`src/rtl/dsi_wishbone_csr_bridge.sv`:
```
// Pipelined Wishbone slave to CSR strobe bridge with an in-order request queue for the DSI register file.
// Strobe 2 cycles after accept, write ack +1, read ack +1+RD_LATENCY; stalls only when the queue is full.
module dsi_wishbone_csr_bridge #(
    parameter int ADDR_W     = 4,
    parameter int DATA_W     = 8,
    parameter int FIFO_DEPTH = 4,
    parameter int RD_LATENCY = 1
) (
    input  logic                clk_wb_i,
    input  logic                rst_i,
    input  logic [ADDR_W-1:0]   wb_adr_i,
    input  logic [DATA_W-1:0]   wb_dat_i,
    input  logic [DATA_W/8-1:0] wb_sel_i,
    input  logic                wb_cyc_i,
    input  logic                wb_stb_i,
    input  logic                wb_we_i,
    output logic                wb_ack_o,
    output logic                wb_stall_o,
    output logic [DATA_W-1:0]   wb_dat_o,
    output logic [ADDR_W-1:0]   csr_adr_o,
    output logic [DATA_W-1:0]   csr_dat_o,
    output logic [DATA_W/8-1:0] csr_sel_o,
    output logic                csr_wr_o,
    output logic                csr_rd_o,
    input  logic [DATA_W-1:0]   csr_dat_i,
    output logic                busy_o
);
    localparam int SEL_W = DATA_W / 8;
    localparam int PW    = $clog2(FIFO_DEPTH);
    localparam int CW    = PW + 1;

    typedef struct packed {
        logic              we;
        logic [ADDR_W-1:0] adr;
        logic [DATA_W-1:0] dat;
        logic [SEL_W-1:0]  sel;
    } req_t;

    typedef enum logic [1:0] {ST_IDLE, ST_WRITE, ST_READ_WAIT} state_t;

    req_t        r_mem [FIFO_DEPTH];
    logic [PW-1:0] r_wptr, r_rptr;
    logic [CW-1:0] r_count;

    state_t      r_state;
    logic [2:0]  r_cnt;
    logic        r_abort;
    logic        r_ack, r_wr, r_rd;
    logic [DATA_W-1:0] r_rdat, r_dat;
    logic [ADDR_W-1:0] r_adr;
    logic [SEL_W-1:0]  r_sel;

    req_t w_push_req, w_head;
    logic w_full, w_empty, w_push, w_pop, w_data_cyc;

    assign w_full     = (r_count == CW'(FIFO_DEPTH));
    assign w_empty    = (r_count == '0);
    assign wb_stall_o = rst_i | w_full;
    assign w_push     = wb_cyc_i & wb_stb_i & ~wb_stall_o;
    assign w_push_req = '{we: wb_we_i, adr: wb_adr_i, dat: wb_dat_i, sel: wb_sel_i};
    assign w_head     = r_mem[r_rptr];
    assign w_data_cyc = (r_state == ST_READ_WAIT) && (r_cnt == 3'd0);

    // An aborted read drains to IDLE before the engine may pop again.
    assign w_pop = wb_cyc_i && !w_empty &&
                   (r_state == ST_IDLE || r_state == ST_WRITE || (w_data_cyc && !r_abort));

    always_ff @(posedge clk_wb_i) begin
        if (w_push) begin
            r_mem[r_wptr] <= w_push_req;
        end
    end

    always_ff @(posedge clk_wb_i) begin
        if (rst_i || !wb_cyc_i) begin
            r_wptr  <= '0;
            r_rptr  <= '0;
            r_count <= '0;
        end else begin
            if (w_push) r_wptr <= r_wptr + PW'(1);
            if (w_pop)  r_rptr <= r_rptr + PW'(1);
            case ({w_push, w_pop})
                2'b10:   r_count <= r_count + CW'(1);
                2'b01:   r_count <= r_count - CW'(1);
                default: ;
            endcase
        end
    end

    always_ff @(posedge clk_wb_i) begin
        if (rst_i) begin
            r_state <= ST_IDLE;
            r_cnt   <= 3'd0;
            r_abort <= 1'b0;
            r_ack   <= 1'b0;
            r_wr    <= 1'b0;
            r_rd    <= 1'b0;
            r_rdat  <= '0;
            r_adr   <= '0;
            r_dat   <= '0;
            r_sel   <= '0;
        end else begin
            r_ack <= 1'b0;
            r_wr  <= 1'b0;
            r_rd  <= 1'b0;
            case (r_state)
                ST_WRITE: r_ack <= wb_cyc_i;
                ST_READ_WAIT: begin
                    if (w_data_cyc) begin
                        if (wb_cyc_i && !r_abort) begin
                            r_ack  <= 1'b1;
                            r_rdat <= csr_dat_i;
                        end
                        r_abort <= 1'b0;
                    end else begin
                        r_cnt <= r_cnt - 3'd1;
                        if (!wb_cyc_i) r_abort <= 1'b1;
                    end
                end
                default: ;
            endcase
            if (w_pop) begin
                r_adr <= w_head.adr;
                r_dat <= w_head.dat;
                r_sel <= w_head.sel;
                if (w_head.we) begin
                    r_wr    <= 1'b1;
                    r_state <= ST_WRITE;
                end else begin
                    r_rd    <= 1'b1;
                    r_cnt   <= 3'(RD_LATENCY);
                    r_state <= ST_READ_WAIT;
                end
            end else if (r_state == ST_WRITE || w_data_cyc) begin
                r_state <= ST_IDLE;
            end
        end
    end

    assign wb_ack_o  = r_ack;
    assign wb_dat_o  = r_rdat;
    assign csr_adr_o = r_adr;
    assign csr_dat_o = r_dat;
    assign csr_sel_o = r_sel;
    assign csr_wr_o  = r_wr;
    assign csr_rd_o  = r_rd;
    assign busy_o    = !w_empty || (r_state != ST_IDLE);

endmodule
```
`config.mk`:
```
export PLATFORM = sky130hd
export DESIGN_NAME = dsi_wishbone_csr_bridge
export DESIGN_NICKNAME = d
export VERILOG_FILES = /design/src/rtl/dsi_wishbone_csr_bridge.sv
export SDC_FILE = /design/constraint.sdc
export NUM_CORES = 1
export LEC_CHECK = 0
export BUFFER_PORTS_ARGS = -buffer_cell sky130_fd_sc_hd__buf_2
export CAP_MARGIN = 10
export CORE_ASPECT_RATIO = 0.5
export CORE_UTILIZATION = 56
export CTS_CLUSTER_SIZE = 10
export DETAILED_ROUTE_END_ITERATION = 7
export GPL_TIMING_DRIVEN = 0
export MAX_ROUTING_LAYER = met4
export PLACE_DENSITY = 0.78
export SLEW_MARGIN = 20
export SYNTH_ARGS = -nofsm -noshare
export SYNTH_HDL_FRONTEND = slang
export SYNTH_SLANG_ARGS = --single-unit
```
`constraint.sdc`:
```
create_clock -name clk_wb_i -period 3.1 [get_ports clk_wb_i]
set_input_delay 0.465 -clock clk_wb_i [delete_from_list [all_inputs] [get_ports clk_wb_i]]
set_output_delay 0.465 -clock clk_wb_i [all_outputs]
set_load 0.1 [all_outputs]
```
==> results.json <==
{
  "status": "finished, final reports clean",
  "placementRows": 20,
  "p_per_area_nw_per_um2": 598.8,
  "maxCapViolCount": 0,
  "final_cell_count_no_fill": 419,
  "start_util_pct": 59.13,
  "rsz0062_at_grt": "no",
  "slew_violations": 0,
  "finalSetupViolCount": 0,
  "min_to": "r_mem[0][8]",
  "min_path_cells": 1,
  "start_kind": "flop",
  "syn_area_per_cell_um2": 13.84,
  "arrival_ns": 3.11,
  "cts_buffer_depth": 2,
  "clk_latency_ns": 0.35,
  "gr-usage-all-layers_pct": 22.97,
  "ys_ff_latch": 95,
  "crit_fanout": 10,
  "routed_wl_mm": 6.685,
  "grt_pass1_wl_mm": 10.48,
  "end_kind": "flop",
  "ys_seq_area_share_pct": 67.37,
  "r2r_slack_ns": 0.27,
  "synthToLayoutAreaGrowth_pct": 18.38,
  "period_minus_slack_ns": 2.833,
  "grt_max_degree": 18,
  "cts_tree": "built",
  "dpl_cell_area_um2": 4020,
  "hold_path.class": "input pin to flop",
  "drtIter0Drc": 67,
  "firstDrtPassIters": 4,
  "worstHoldStart": "wb_dat_i[7]",
  "slew_headroom_pct": 48.15,
  "antennaDiodeCount": 0,
  "finalHoldViolations": 0,
  "numCtsBuffers": 9,
  "clock_sinks": 95,
  "r2r_cells": 12,
  "via_per_inst": 5.253,
  "worstReg2RegEnd": "r_count[2]",
  "vias": 2201,
  "fin_crit_sh_pct": 91.40,
  "clock-root-buffer": "clkbuf_16",
  "worstMarginPinSlew_ns": 0.7777,
  "synth_cells": 264,
  "r2r_start": "r_state[0]",
  "overflow": 0,
  "fin_util_pct": 70.00,
  "wl_per_cell_um": 15.95,
  "fmax_mhz": 352.9,
  "critical_path_class": "flop to flop",
  "synth.distinct_cells": 33,
  "cp.required_ns": 3.38,
  "placedCellCount": 403,
  "htree_num_levels": 3,
  "dieWidth_um": 116.3,
  "layout.nets": 363,
  "detail-route-antenna-nets": 0,
  "route.detailed.drc": 0,
  "irDropWorstVdd_mv": 0.4877,
  "final_cell_area_um2": 4327,
  "cts_setup_buffers": 0,
  "core-area_um2": 6181,
  "drive_gt1_share_pct": 26.59,
  "ios": 52,
  "netlist_area_um2": 3655,
  "die_y_um": 59.13,
  "clock_skew_ns": 0.004982,
  "grt_pass1_vias": 2135,
  "ys_warn_count": 0,
  "clkTransAtPathRegs_ns": 0.07,
  "dieArea_um2": 6873,
  "dp_hpwl_mm": 4.452,
  "p_leak_nw": 1.539,
  "setup_tns_ns": 0,
  "antenna_found_initial": 0,
  "synth_nets": 301,
  "port_buffers": 51,
  "gp_congestion": 0.8635
}
[Yosys cell counts]
master / count / area, um^2
nor2_2: 1 / 6.260
nor4bb_1: 1 / 10.01
nand4bb_1: 1 / 11.26
ha_1: 10 / 125.1
mux4_2: 12 / 270.3
clkbuf_1: 7 / 26.28
buf_6: 1 / 11.26
inv_1: 14 / 52.55
xor2_1: 2 / 17.52
nand3_1: 8 / 40.04
mux2i_1: 1 / 10.01
o21ai_0: 2 / 10.01
nor3_1: 3 / 15.01
nor3b_1: 2 / 15.01
a2111oi_0: 1 / 8.760
a211o_1: 1 / 8.760
edfxtp_1: 56 / 1682
and2_1: 4 / 25.02
a31o_2: 3 / 26.28
a2111o_1: 1 / 11.26
nand2_1: 37 / 138.9
buf_2: 4 / 20.02
a211oi_1: 2 / 15.01
o31ai_1: 1 / 7.510
or3_1: 2 / 12.51
nand2b_1: 1 / 6.260
mux4_1: 2 / 52.55
fa_1: 1 / 20.02
nor2_1: 12 / 45.04
nor2b_1: 2 / 12.51
dfxtp_1: 39 / 780.8
xnor2_1: 3 / 26.28
a21oi_1: 27 / 135.1
[sequential cells by signal, summed over array words and instances (netlist names), named ones only]
name       cells
r_mem         56
r_state        2
csr_adr_o      4
r_rptr         2
r_count        3
wb_dat_o       8
csr_wr_o       1
r_abort        1
wb_ack_o       1
csr_sel_o      1
csr_dat_o      8
r_cnt          3
csr_rd_o       1
r_wptr         2
[cells by family (layout without fill, tap and decap cells)]
logic type	Yosys count	count (layout)	share of synthesized area, %
AOI/OAI and AO/OA	38	38	6.094
xor gates and xnor gates	5	5	1.198
adders and majority gates	11	11	3.971
buffers and inverters	26	93	3.013
DFF	95	95	67.37
muxes	15	15	9.106
and+or+nand+nor	74	74	9.243
[placed cells by master (no fill, tap or decap), drive strengths merged, types with 3 or more instances in the layout]
master  synthesis  routed
nand2          37      37
nor3            3       3
dfxtp          39      39
a21oi          27      27
mux4           14      14
buf             5      56
edfxtp         56      56
ha             10      10
clkbuf          7      17
and2            4       4
xnor2           3       3
nor2           13      13
inv            14      18
nand3           8       8
a31o            3       3
[critical path: stages (launching register included)]
cell	delay, ns
dfxtp_1	0.34
inv_1	0.09
ha_1	0.27
nand4bb_1	0.16
a211o_1	0.31
inv_2	0.12
buf_4	0.22
ha_1	0.20
inv_1	0.07
fa_1	0.38
xor2_1	0.16
or3_1	0.30
a21oi_1	0.14
[routing by layer]
layer,vias to the layer above,global-route usage [%],routed length [um]
met3,14,8.896,353
met5,-,-,0
met4,0,9.890,144
li1,1079,-,-
met2,51,36.60,3212
met1,1057,26.29,2975
[per-stage QoR]
| step | hold WS, ns | worst slack [ns] | total power [mW] |
|---|---|---|---|
| detailed placement | 0.4441 | 0.1584 | 1.498 |
| global placement | 0.4403 | 0.2459 | 1.492 |
| CTS | 0.3250 | 0.1019 | 2.607 |
| global route | 0.3196 | 0.04430 | 2.660 |
| finish | 0.3312 | 0.2665 | 2.591 |
| floorplan | 0.4591 | 0.5339 | 1.457 |
[what timing repair did]
| item | CTS | global route |
|---|---|---|
| endpoints found under the setup margin | 0 | 1 |
| hold buffers | 0 | 0 |
| resized for setup | 0 | 3 |
[worst max-delay path by stage]
| stage | endpoint | start | slack (ns) | depth (start not counted) |
|---|---|---|---|---|
| global route | r_count[2] | r_state[0] | 0.04 | 12 |
| detailed placement | r_count[2] | r_state[0] | 0.16 | 12 |
| floorplan | r_count[2] | r_state[0] | 0.53 | 12 |
| global placement | r_count[2] | r_state[0] | 0.25 | 12 |
| finish | r_count[2] | r_state[0] | 0.27 | 12 |
| CTS | r_count[2] | r_state[0] | 0.10 | 12 |
[where the power goes]
group / internal [mW] / switching (mW) / total, mW
Sequential: 1.35 / 0.00542 / 1.35
Combinational: 0.0348 / 0.0830 / 0.118
Clock: 0.639 / 0.481 / 1.12
[cell type report]
| type | count | area [um^2] |
|---|---|---|
| Clock inverter | 6 | 75.07 |
| Buffer | 12 | 60.06 |
| Sequential cell | 95 | 2462 |
| Fill cell | 421 | 1854 |
| Clock buffer | 10 | 229.0 |
| Timing Repair Buffer | 51 | 255.2 |
| Multi-Input combinational cell | 143 | 1082 |
| Inverter | 14 | 52.55 |
| Tap cell | 88 | 110.1 |
Note: power is estimated with default switching activity, not from simulation.
